$ cat src/rtl/display_scan_mux_pkg.sv
// display_pkg: constants and helpers shared by the display scan path and the
// clock top.
//   sel_width(n)        : index width for n items, never less than 1
//   ANODE_OFF           : anode drive level for a dark digit (active-low)
//   SCAN_DIV_DEFAULT    : clk cycles per digit slot
//   BLINK_SCANS_DEFAULT : full scans per blink half-period
package display_pkg;

  localparam int   SCAN_DIV_DEFAULT    = 50000;
  localparam int   BLINK_SCANS_DEFAULT = 250;
  localparam logic ANODE_OFF           = 1'b1;

  function automatic int sel_width(input int n);
    return (n > 2) ? $clog2(n) : 1;
  endfunction

endpackage

$ cat src/rtl/scan_tick_gen.sv
// scan_tick_gen: slot prescaler. Counts 0..DIV-1 while en is high and holds
// while en is low.
//   clk, rst_n : clock, async active-low reset
//   en         : count enable
//   tick       : high during the last cycle of a slot (count advances to 0)
//   slot_start : high while the count is 0 (first cycle of a slot)
module scan_tick_gen
  import display_pkg::*;
#(
  parameter int DIV = SCAN_DIV_DEFAULT
) (
  input  logic clk,
  input  logic rst_n,
  input  logic en,
  output logic tick,
  output logic slot_start
);

  localparam int CW = sel_width(DIV);

  logic [CW-1:0] cnt;

  assign tick       = en && (cnt == CW'(DIV - 1));
  assign slot_start = (cnt == '0);

  always_ff @(posedge clk or negedge rst_n) begin
    if (!rst_n)    cnt <= '0;
    else if (tick) cnt <= '0;
    else if (en)   cnt <= cnt + CW'(1);
  end

endmodule

$ cat src/rtl/display_scan_mux.sv
// display_scan_mux: time-multiplexed N-digit 7-segment scan driver.
// Rotates one active-low anode across NUM_DIGITS slots of SCAN_DIV cycles.
// The first cycle of every slot is dark, which suppresses ghosting. Digits can
// be blanked permanently or blinked at a rate of BLINK_SCANS scans per half-period.
//   clk, rst_n : clock, async active-low reset
//   en         : 1 = scanning; 0 = counters hold and the display is dark
//   digits_in  : packed digit codes, digit i at [i*DIGIT_W +: DIGIT_W]
//   dp_in      : decimal point per digit
//   blank_mask : 1 = digit always dark
//   blink_mask : 1 = digit dark during the blink-off phase
//   digit_out  : code of the driven digit (0 when dark)
//   dp_out     : decimal point of the driven digit (0 when dark)
//   anode_n    : one-cold anode enable, all 1s = dark
//   digit_sel  : current slot index
//   scan_wrap  : one-cycle pulse after the slot NUM_DIGITS-1 -> 0 advance
module display_scan_mux
  import display_pkg::*;
#(
  parameter int NUM_DIGITS  = 4,
  parameter int DIGIT_W     = 4,
  parameter int SCAN_DIV    = SCAN_DIV_DEFAULT,
  parameter int BLINK_SCANS = BLINK_SCANS_DEFAULT,
  localparam int SEL_W      = sel_width(NUM_DIGITS)
) (
  input  logic                          clk,
  input  logic                          rst_n,
  input  logic                          en,
  input  logic [NUM_DIGITS*DIGIT_W-1:0] digits_in,
  input  logic [NUM_DIGITS-1:0]         dp_in,
  input  logic [NUM_DIGITS-1:0]         blank_mask,
  input  logic [NUM_DIGITS-1:0]         blink_mask,
  output logic [DIGIT_W-1:0]            digit_out,
  output logic                          dp_out,
  output logic [NUM_DIGITS-1:0]         anode_n,
  output logic [SEL_W-1:0]              digit_sel,
  output logic                          scan_wrap
);

  localparam int BW = sel_width(BLINK_SCANS);

  logic          tick, slot_start, wrap_tick, vis;
  logic          blink_phase;
  logic [BW-1:0] blink_cnt;

  scan_tick_gen #(.DIV(SCAN_DIV)) u_tick (
    .clk        (clk),
    .rst_n      (rst_n),
    .en         (en),
    .tick       (tick),
    .slot_start (slot_start)
  );

  // Wrap is explicit at NUM_DIGITS-1 so non-power-of-2 counts skip unused codes.
  assign wrap_tick = tick && (digit_sel == SEL_W'(NUM_DIGITS - 1));

  always_ff @(posedge clk or negedge rst_n) begin
    if (!rst_n) begin
      digit_sel <= '0;
      scan_wrap <= 1'b0;
    end else begin
      scan_wrap <= wrap_tick;
      if (wrap_tick) digit_sel <= '0;
      else if (tick) digit_sel <= digit_sel + SEL_W'(1);
    end
  end

  // The blink counter steps on the same edge that raises scan_wrap. A blink
  // terminal count coinciding with the scan wrap therefore toggles on that edge.
  always_ff @(posedge clk or negedge rst_n) begin
    if (!rst_n) begin
      blink_cnt   <= '0;
      blink_phase <= 1'b0;
    end else if (wrap_tick) begin
      if (blink_cnt == BW'(BLINK_SCANS - 1)) begin
        blink_cnt   <= '0;
        blink_phase <= ~blink_phase;
      end else begin
        blink_cnt <= blink_cnt + BW'(1);
      end
    end
  end

  assign vis = !blank_mask[digit_sel] && !(blink_phase && blink_mask[digit_sel]);

  // Outputs are registered from the current slot state, so there is one cycle
  // of latency and no slot-boundary sampling of the inputs.
  always_ff @(posedge clk or negedge rst_n) begin
    if (!rst_n) begin
      anode_n   <= {NUM_DIGITS{ANODE_OFF}};
      digit_out <= '0;
      dp_out    <= 1'b0;
    end else if (en && vis && !slot_start) begin
      anode_n   <= ~(NUM_DIGITS'(1) << digit_sel);
      digit_out <= digits_in[digit_sel*DIGIT_W +: DIGIT_W];
      dp_out    <= dp_in[digit_sel];
    end else begin
      anode_n   <= {NUM_DIGITS{ANODE_OFF}};
      digit_out <= '0;
      dp_out    <= 1'b0;
    end
  end

endmodule
$ cat config.mk
export PLATFORM = sky130hd
export DESIGN_NAME = display_scan_mux
export DESIGN_NICKNAME = d
export VERILOG_FILES = /design/src/rtl/display_scan_mux_pkg.sv /design/src/rtl/scan_tick_gen.sv /design/src/rtl/display_scan_mux.sv
export SDC_FILE = /design/constraint.sdc
export NUM_CORES = 1
export LEC_CHECK = 0
export ABC_AREA = 0
export BUFFER_PORTS_ARGS = -buffer_cell sky130_fd_sc_hd__clkbuf_2
export CAP_MARGIN = 25
export CORE_AREA = 2 2 91 71
export CTS_CLUSTER_SIZE = 20
export DETAILED_ROUTE_END_ITERATION = 7
export DIE_AREA = 0 0 93 73
export HOLD_SLACK_MARGIN = 0.12
export PLACE_DENSITY = 0.65
export SLEW_MARGIN = 25
export SYNTH_ARGS = -nofsm -noshare
export SYNTH_HDL_FRONTEND = slang
export SYNTH_HIERARCHICAL = 1
export SYNTH_SLANG_ARGS = --single-unit
$ cat constraint.sdc
create_clock -name clk -period 4.3 [get_ports clk]
set_input_delay 0.86 -clock clk [delete_from_list [all_inputs] [get_ports clk]]
set_output_delay 0.86 -clock clk [all_outputs]
set_load 0.1 [all_outputs]
==> impl_metrics.csv, run 1 <==
group,metric,value,unit
run_status,status,"finished, final reports clean",
floorplan,io_pins,43,
power_and_ir_drop,ir_drop,0.0001227,V
global_routing,met3_usage,2.996,%
logic_synthesis,ys.warnings.count,6,
global_routing,track_usage,12.92,%
clocking,clockBufferDepth,2,
setup_path,slowest_delay,0.54,ns
placed_design,placed_cell_area,0.002303,mm²
logic_synthesis,synth_top_area_share,40.67,%
setup_path,end_kind,"register",
logic_synthesis,ys_seq_elements,37,
logic_synthesis,synth_area_leaders,"dfrtp_1 41%, mux4_2 6.7%, dfstp_2 5.2%",
timing,fin_worst_skew,0.007220,ns
logic_synthesis,syn_area_per_cell,11.34,µm²
finish,area_delta_synth_final,17.87,%
placed_design,place.gp.congestion,0.8336,
finish,layout.nets,263,
detailed_routing,drc,0,
clocking,cts_resized,0,
power_and_ir_drop,power.total,815.2,µW
global_routing,antenna_found_initial,0,
global_routing,use_met1,16.90,%
finish,drive_above_1_share,32.89,%
global_routing,grt-ovfl-total,0,
timing,relSlewSlack,45.32,%
clocking,cts-root-buf,"clkbuf_8",
floorplan,die_w,93,µm
logic_synthesis,synth.largest_area_cell,"dfrtp_1",
detailed_routing,dr.pass1.iters,4,
floorplan,rows,25,
setup_path,path_cells,"nor4_4 > nand4_2 > nor3_4 > nand3_1 > or4_1 > a21oi_1",
clocking,tritoncts,"done",
timing,period_share,60.47,%
timing,min_period,2.600,ns
timing,setup_viol,0,
floorplan,fp.dieH,73,µm
setup_path,cp_top_family,"simple AND/OR/NAND/NOR gates",
run,maxCapViolCount,0,
logic_synthesis,synth.distinct_cells,41,
detailed_routing,ant_nets,0,
global_routing,use_met2,20.85,%
detailed_routing,vias,1516,
global_routing,grt_max_degree,38,
power_and_ir_drop,p_leak,1.123,nW
finish,mostFrequentLayoutCell,"clkbuf_2",
clocking,clk_latency,0.28,ns
logic_synthesis,synth_nets,218,
logic_synthesis,syn_inst,179,
global_routing,grt_pass1_vias,1556,
detailed_routing,wl_per_cell,12.95,µm
setup_path,worst_path_max_delay_cell,"nor3_4",
power_and_ir_drop,power-per-cell-area,340.6,mW/mm²
detailed_routing,via_per_inst,4.954,
timing,fin_tns_setup,0,ns
clocking,ctsHoldBuffers,0,
logic_synthesis,ys_seq_area_share,45.84,%
setup_path,worst-path-buf-inv,0,
global_routing,grt_pass1_wl,6886,µm
setup_path,critical_path_arrival,2.80,ns
detailed_routing,wl,3963,µm
setup_path,critical_path_required,4.50,ns
placed_design,hpwl,2869,µm
setup_path,worstSetupStartpointType,"register",
timing,timing.fmax,384.6,MHz
clocking,cts.clk_slew.worst_paths,0.07,ns
setup_path,critPathKind,"reg -> reg",
placed_design,portBuffers,42,
timing,worst_slew_pin_slew,0.8202,ns
logic_synthesis,syn_area,0.002031,mm²
clocking,post-cts-setup-buffers,0,
clocking,h-tree-depth,2,
timing,rsz0062_at_grt,"false",
finish,n_antenna_cell,0,
finish,final_cell_area,0.002394,mm²
timing,drv_slew,0,
timing,finalHoldViolations,0,
finish,final_util,39.85,%
clocking,cts_made_buffers,5,
floorplan,dieArea,0.006789,mm²
finish,fill_cells,619,
clocking,cts_num_sinks,37,
setup_path,crit_path_max_fanout,15,
hold_path,min_path_type,"reg -> reg",
finish,final_cell_mix,"41 x clkbuf_2, 33 x dfrtp_1, 14 x nand3_1",
floorplan,initial_utilization,33.81,%
global_routing,busiest_layer,"met2",
floorplan,core,0.006006,mm²
detailed_routing,drtIter0Drc,64,
==> cells in the mapped netlist <==
cell / number
nand4_1: 6
buf_6: 3
or3_1: 4
xnor2_1: 6
nand3b_1: 1
buf_2: 1
mux2_2: 2
nor3_1: 1
and4_2: 1
nor3_2: 1
nor4_4: 3
or4_1: 1
a21oi_1: 6
nand3_2: 1
o22ai_2: 1
nor4b_1: 1
nor4_1: 3
or2_2: 1
nor2_1: 13
o311ai_0: 1
and3_1: 8
nand2_2: 2
nand3_1: 14
nor3_4: 1
o21ai_0: 8
mux2i_1: 1
mux4_2: 6
nand2b_1: 1
and4_1: 1
nand2_1: 12
or3b_1: 1
inv_1: 8
nand4_2: 1
nand4_4: 1
o31ai_1: 2
xor2_1: 8
nand3_4: 1
dfrtp_1: 33
o22ai_1: 1
dfstp_2: 4
ha_1: 8
==> power by group <==
| part | total (mW) | internal [mW] | switching, mW |
|---|---|---|---|
| Clock | 0.248 | 0.131 | 0.118 |
| Sequential | 0.430 | 0.376 | 0.0546 |
| Combinational | 0.137 | 0.0543 | 0.0826 |
==> area by class of cell <==
class | instances | area [µm²] | share of cell area, %
well taps | 81 | 101.3 | 4.234
inverters | 8 | 30.03 | 1.255
clock buffers | 8 | 90.09 | 3.764
repair buffers | 42 | 210.2 | 8.782
multi-input cells | 130 | 1031 | 43.07
flip-flops and latches | 37 | 930.9 | 38.89
==> layer usage <==
metal  wire [µm]  vias to the layer above
li1            -                      741
met1        1986                      733
met2        1734                       37
met3         191                        5
met4          51                        0
met5           0                        -
==> worst paths after layout <==
path	from	end	slack, ns	depth (start not counted)
worst min-delay path	blink_phase	blink_phase	0.49	1
min in group asynchronous	rst_n	blink_cnt[0]	0.67	1
worst min register to register	blink_phase	blink_phase	0.49	1
max in group asynchronous	rst_n	blink_cnt[2]	3.11	1
worst max-delay path	u_tick/cnt[5]	blink_cnt[7]	1.70	6
worst max register to register	u_tick/cnt[5]	blink_cnt[7]	1.70	6
==> logic make-up (layout without fill, tap and decap cells) <==
group,count (synthesis),count (layout),synth area share (%)
xor gates and xnor gates,14,14,6.038
and+or+nand+nor,80,80,26.00
muxes,9,9,8.256
buffers and inverters,12,58,3.388
AOI/OAI and AO/OA,19,19,5.545
DFF,37,37,45.84
adders and majority gates,8,8,4.929
==> worst reg2reg max path, cell delays in order (launching register included) <==
cell and delay [ns]:
dfrtp_1 0.47, nor4_4 0.35, nand4_2 0.20, nor3_4 0.54, nand3_1 0.28, or4_1 0.51
a21oi_1 0.16
==> registers in the layout, indices dropped and copies added (netlist names) <==
signal and cells:
dp_out 1, blink_cnt 8, blink_phase 1, anode_n 4, scan_wrap 1, u_tick/cnt 16
digit_sel 2, digit_out 4
==> metrics by stage <==
| step | hold slack, ns | std cells | worst slack [ns] |
|---|---|---|---|
| global route | 0.5088 | 306 | 1.486 |
| finish | 0.4911 | 306 | 1.700 |
| detailed placement | 0.4777 | 298 | 1.486 |
| global placement | 0.4839 | 298 | 1.545 |
| CTS | 0.4921 | 306 | 1.686 |
| floorplan | 0.4609 | 179 | 1.929 |
(Power assumes the default switching activity.)
==> run 2, diff against run 1 <==
Clock period 4.3 ns to 2.7 ns, I/O delays scaled along.
==> impl_metrics.csv, run 2 (same netlist as run 1, synthesis figures left out) <==
group,metric,value,unit
timing,period_share,85.17,%
global_routing,grt_pass1_wl,7093,µm
clocking,clk_latency,0.29,ns
setup_path,slowest_delay,0.48,ns
power_and_ir_drop,power.total,1.486,mW
finish,layout.nets,266,
finish,reg.largest.list,"u_tick/cnt (16), blink_cnt (8)",
clocking,cts_resized,0,
finish,final_cell_mix,"41 x clkbuf_2, 33 x dfrtp_1, 14 x nand3_1",
timing,rsz0062_at_grt,"false",
finish,largest_reg_flops,16,
power_and_ir_drop,clkPwrFrac,39.3,%
power_and_ir_drop,ir_drop,0.0002843,V
placed_design,place.gp.congestion,0.8159,
setup_path,path_cells,"nor4_4 > nand4_2 > nor3_4 > buf_4 > nand4_1 > or3_1 > a21oi_1",
timing,worst_slew_pin_slew,0.8015,ns
timing,postLayoutSetupSlackWorst,0.4005,ns
placed_design,detailedPlace.worstSlack,0.4857,ns
detailed_routing,drtIter0Drc,42,
finish,n_antenna_cell,0,
detailed_routing,dr.pass1.iters,5,
run,maxCapViolCount,0,
setup_path,crit_path_max_fanout,13,
floorplan,core,0.006006,mm²
timing,min_period,2.300,ns
clocking,cts-root-buf,"clkbuf_8",
power_and_ir_drop,p_leak,1.160,nW
finish,final_util,41.02,%
run_status,status,"finished, final reports clean",
detailed_routing,ant_nets,0,
setup_path,worst-path-buf-inv,1,
power_and_ir_drop,power_frac_seq,46.1,%
timing,finalHoldViolations,0,
power_and_ir_drop,p_int,1.056,mW
detailed_routing,drc,0,
placed_design,portBuffers,42,
global_routing,antenna_found_initial,0,
clocking,h-tree-depth,2,
timing,fin_tns_setup,0,ns
global_routing,grt_pass1_vias,1571,
detailed_routing,via_per_inst,5.010,
power_and_ir_drop,power-per-cell-area,603.1,mW/mm²
clocking,clockBufferDepth,2,
finish,fill_cells,584,
floorplan,io_pins,43,
floorplan,die_w,93,µm
timing,setup_viol,0,
setup_path,cp_top_family,"simple AND/OR/NAND/NOR gates",
global_routing,track_usage,13.33,%
detailed_routing,wl_per_cell,13.16,µm
timing,whs,0.3308,ns
timing,timing.fmax,434.9,MHz
timing,relSlewSlack,46.57,%
power_and_ir_drop,combPwrFrac,14.6,%
clocking,tritoncts,"done",
clocking,cts_made_buffers,5,
floorplan,rows,25,
setup_path,critPathKind,"reg -> reg",
finish,drive_above_1_share,34.65,%
clocking,ctsHoldBuffers,0,
global_routing,grt_max_degree,38,
floorplan,initial_utilization,33.81,%
setup_path,critical_path_required,2.91,ns
power_and_ir_drop,p_sw_share,28.92,%
timing,fin_worst_skew,0.008079,ns
detailed_routing,wl,4067,µm
floorplan,dieArea,0.006789,mm²
setup_path,worstSetupStartpointType,"register",
clocking,cts.clk_slew.worst_paths,0.08,ns
power_and_ir_drop,switchingPower,429.7,µW
finish,area_delta_synth_final,21.32,%
detailed_routing,vias,1548,
clocking,cts_num_sinks,37,
setup_path,critical_path_arrival,2.51,ns
timing,drv_slew,0,
finish,mostFrequentLayoutCell,"clkbuf_2",
global_routing,grt-ovfl-total,0,
hold_path,min_path_type,"in -> async",
finish,regMostFlops,"u_tick/cnt",
placed_design,hpwl,2914,µm
setup_path,end_kind,"register",
floorplan,fp.dieH,73,µm
clocking,post-cts-setup-buffers,0,
setup_path,worst_path_max_delay_cell,"dfrtp_1",
[run 2: cell count changes in the layout (fill, tap and decap cells not counted)]
cell / change
clkbuf_1: -2
bufinv_16: +2
clkbuf_8: -1
buf_4: +3
inv_6: +1
[run 2: final cells by class]
| cell class | instances | area (µm²) | area share [%] |
|---|---|---|---|
| multi-input combinational | 130 | 1031 | 41.85 |
| sequential | 37 | 930.9 | 37.79 |
| timing repair buffer | 45 | 232.7 | 9.446 |
| tap | 81 | 101.3 | 4.114 |
| clock buffer | 5 | 68.82 | 2.793 |
| clock inverter | 3 | 68.82 | 2.793 |
| inverter | 8 | 30.03 | 1.219 |
[run 2: routing by layer]
| metal | part of all wire, % | global-route usage, % | up-vias |
|---|---|---|---|
| li1 | - | - | 747 |
| met1 | 47 | 17.39 | 754 |
| met2 | 46 | 20.61 | 40 |
| met3 | 5.5 | 3.719 | 7 |
| met4 | 1.6 | 6.536 | 0 |
| met5 | 0 | 0 | - |
[run 2: power by group through the flow]
stage / sequential (mW) / clock, mW / combinational (mW)
finish: 0.685 / 0.584 / 0.217
floorplan: 0.713 / 0 / 0.142
CTS: 0.683 / 0.604 / 0.219
detailed placement: 0.692 / 0 / 0.216
global route: 0.694 / 0.626 / 0.239
global placement: 0.692 / 0 / 0.212
[run 2: final timing paths]
check                               from              to  slack [ns]  cells past startpoint
max in group asynchronous          rst_n  u_tick/cnt[14]        1.86                      1
min                                rst_n    blink_cnt[3]        0.33                      1
max reg2reg                u_tick/cnt[5]    blink_cnt[6]        0.40                      7
min reg2reg                  blink_phase     blink_phase        0.50                      1
min in group clk             blink_phase     blink_phase        0.50                      1
max                        u_tick/cnt[5]    blink_cnt[6]        0.40                      7
[run 2: metrics by stage]
step / cell area (µm²) / instances
2_1_floorplan: 2031 / 179
6_report: 2464 / 309
5_1_grt: 2464 / 309
4_1_cts: 2464 / 309
3_3_place_gp: 2326 / 301
3_5_place_dp: 2326 / 301
[run 2: worst register-to-register path, cell delays in order, from the launching register on]
cell and delay, ns:
dfrtp_1 0.48, nor4_4 0.37, nand4_2 0.21, nor3_4 0.24
buf_4 0.23, nand4_1 0.16, or3_1 0.37, a21oi_1 0.16
==> run 3, diff against run 2 <==
Settings changed: PLACE_DENSITY 0.65 to not set.
Clock period 2.7 ns to 2.85 ns, I/O delays scaled along.
==> impl_metrics.csv, run 3 (same netlist as run 1, synthesis figures left out) <==
group,metric,value,unit
hold_path,min_path_type,"in -> async",
timing,finalHoldViolations,0,
finish,reg.largest.list,"u_tick/cnt (16), blink_cnt (8)",
finish,final_cell_mix,"42 x clkbuf_2, 33 x dfrtp_1, 14 x nand3_1",
power_and_ir_drop,power-per-cell-area,497.2,mW/mm²
timing,drv_slew,0,
detailed_routing,via_per_inst,4.822,
clocking,cts-root-buf,"clkbuf_8",
timing,setup_viol,0,
clocking,cts.clk_slew.worst_paths,0.07,ns
timing,relSlewSlack,62.08,%
finish,layout.nets,266,
timing,fin_tns_setup,0,ns
finish,drive_above_1_share,33.33,%
timing,worst_slew_pin_slew,0.5688,ns
clocking,clockBufferDepth,2,
run_status,status,"finished, final reports clean",
detailed_routing,vias,1490,
setup_path,slowest_delay,0.51,ns
placed_design,placed_cell_area,0.002318,mm²
timing,fin_worst_skew,0.002309,ns
clocking,cts_made_buffers,5,
setup_path,critical_path_arrival,2.31,ns
finish,layout.cells.non_filler,309,
global_routing,grt_pass1_vias,1503,
global_routing,grt_pass1_wl,6879,µm
global_routing,grt-ovfl-total,0,
detailed_routing,dr.pass1.iters,4,
setup_path,worstSetupStartpointType,"register",
detailed_routing,drtIter0Drc,31,
setup_path,end_kind,"register",
clocking,h-tree-depth,2,
finish,area_delta_synth_final,19.47,%
floorplan,core,0.006006,mm²
floorplan,dieArea,0.006789,mm²
placed_design,portBuffers,42,
clocking,cts_num_sinks,37,
floorplan,io_pins,43,
floorplan,die_w,93,µm
timing,whs,0.2665,ns
timing,timing.fmax,462.9,MHz
finish,final_cell_area,0.002426,mm²
finish,regMostFlops,"u_tick/cnt",
setup_path,cp_top_family,"simple AND/OR/NAND/NOR gates",
placed_design,dp.cells,300,
clocking,cts_resized,0,
setup_path,critPathKind,"reg -> reg",
global_routing,track_usage,12.69,%
power_and_ir_drop,p_leak,1.139,nW
run,maxCapViolCount,0,
placed_design,hpwl,2753,µm
power_and_ir_drop,ir_drop,0.0003085,V
clocking,post-cts-setup-buffers,0,
detailed_routing,wl_per_cell,12.27,µm
clocking,ctsHoldBuffers,0,
setup_path,crit_path_max_fanout,7,
setup_path,crit_cells,6,
setup_path,worst_path_max_delay_cell,"nor4_4",
timing,period_share,75.79,%
timing,min_period,2.160,ns
setup_path,ff2ff_path_depth,6,
floorplan,initial_utilization,33.81,%
clocking,clk_latency,0.28,ns
setup_path,path_cells,"nor4_4 > nand4_2 > nor3_4 > nand2_2 > nor4_4 > xor2_1",
global_routing,grt_max_degree,38,
global_routing,antenna_found_initial,0,
finish,largest_reg_flops,16,
timing,rsz0062_at_grt,"false",
floorplan,fp.dieH,73,µm
detailed_routing,ant_nets,0,
setup_path,crit_top_cell,"nor4_4",
placed_design,place.gp.congestion,0.8399,
floorplan,rows,25,
finish,n_antenna_cell,0,
power_and_ir_drop,power.total,1.206,mW
setup_path,critical_path_required,3.00,ns
detailed_routing,drc,0,
finish,mostFrequentLayoutCell,"clkbuf_2",
finish,fill_cells,615,
detailed_routing,wl,3792,µm
clocking,tritoncts,"done",
setup_path,worst-path-buf-inv,0,
## run 3: cell count changes in the layout (fill, tap and decap cells not counted)
cell,before,now
clkbuf_1,0,3
bufinv_16,2,0
buf_16,0,1
buf_2,1,0
buf_4,3,2
clkbuf_2,41,42
inv_6,1,0
## run 3: report_power, final
part           leakage, nW  internal (mW)  switching [mW]  total, mW
Combinational        0.619         0.0859           0.121      0.207
Clock               0.0395          0.174           0.177      0.351
Sequential           0.481          0.567          0.0816      0.648
Total                 1.14          0.826           0.380       1.21
## run 3: final timing paths
| kind | startpoint | to | slack, ns |
|---|---|---|---|
| hold / removal | rst_n | blink_cnt[3] | 0.27 |
| setup reg to reg | u_tick/cnt[5] | blink_phase | 0.69 |
| setup / recovery | u_tick/cnt[5] | blink_phase | 0.69 |
| hold reg to reg | blink_phase | blink_phase | 0.50 |
| min in group clk | blink_phase | blink_phase | 0.50 |
| max in group asynchronous | rst_n | anode_n[2] | 2.02 |
## run 3: metrics by stage
| step | setup WS (ns) | util (%) |
|---|---|---|
| after global placement | 0.7121 | 38.60 |
| after global routing | 0.5324 | 40.40 |
| after CTS | 0.6846 | 39.94 |
| after floorplan | 0.6082 | - |
| final | 0.6899 | 40.40 |
| after detailed placement | 0.6794 | 38.60 |
## run 3: cell type report
class / count / area, µm² / area share, %
multi-input cells: 130 / 1031 / 42.50
flip-flops and latches: 37 / 930.9 / 38.37
repair buffers: 45 / 252.7 / 10.42
well taps: 81 / 101.3 / 4.177
clock buffers: 8 / 80.08 / 3.301
inverters: 8 / 30.03 / 1.238
## run 3: layer usage
layer | up-vias | wire length [µm] | global-route usage (%)
met1 | 698 | 1925 | 17.82
met4 | 0 | 42 | 4.412
met3 | 5 | 200 | 3.719
li1 | 751 | - | -
met2 | 36 | 1624 | 18.84
met5 | - | 0 | 0
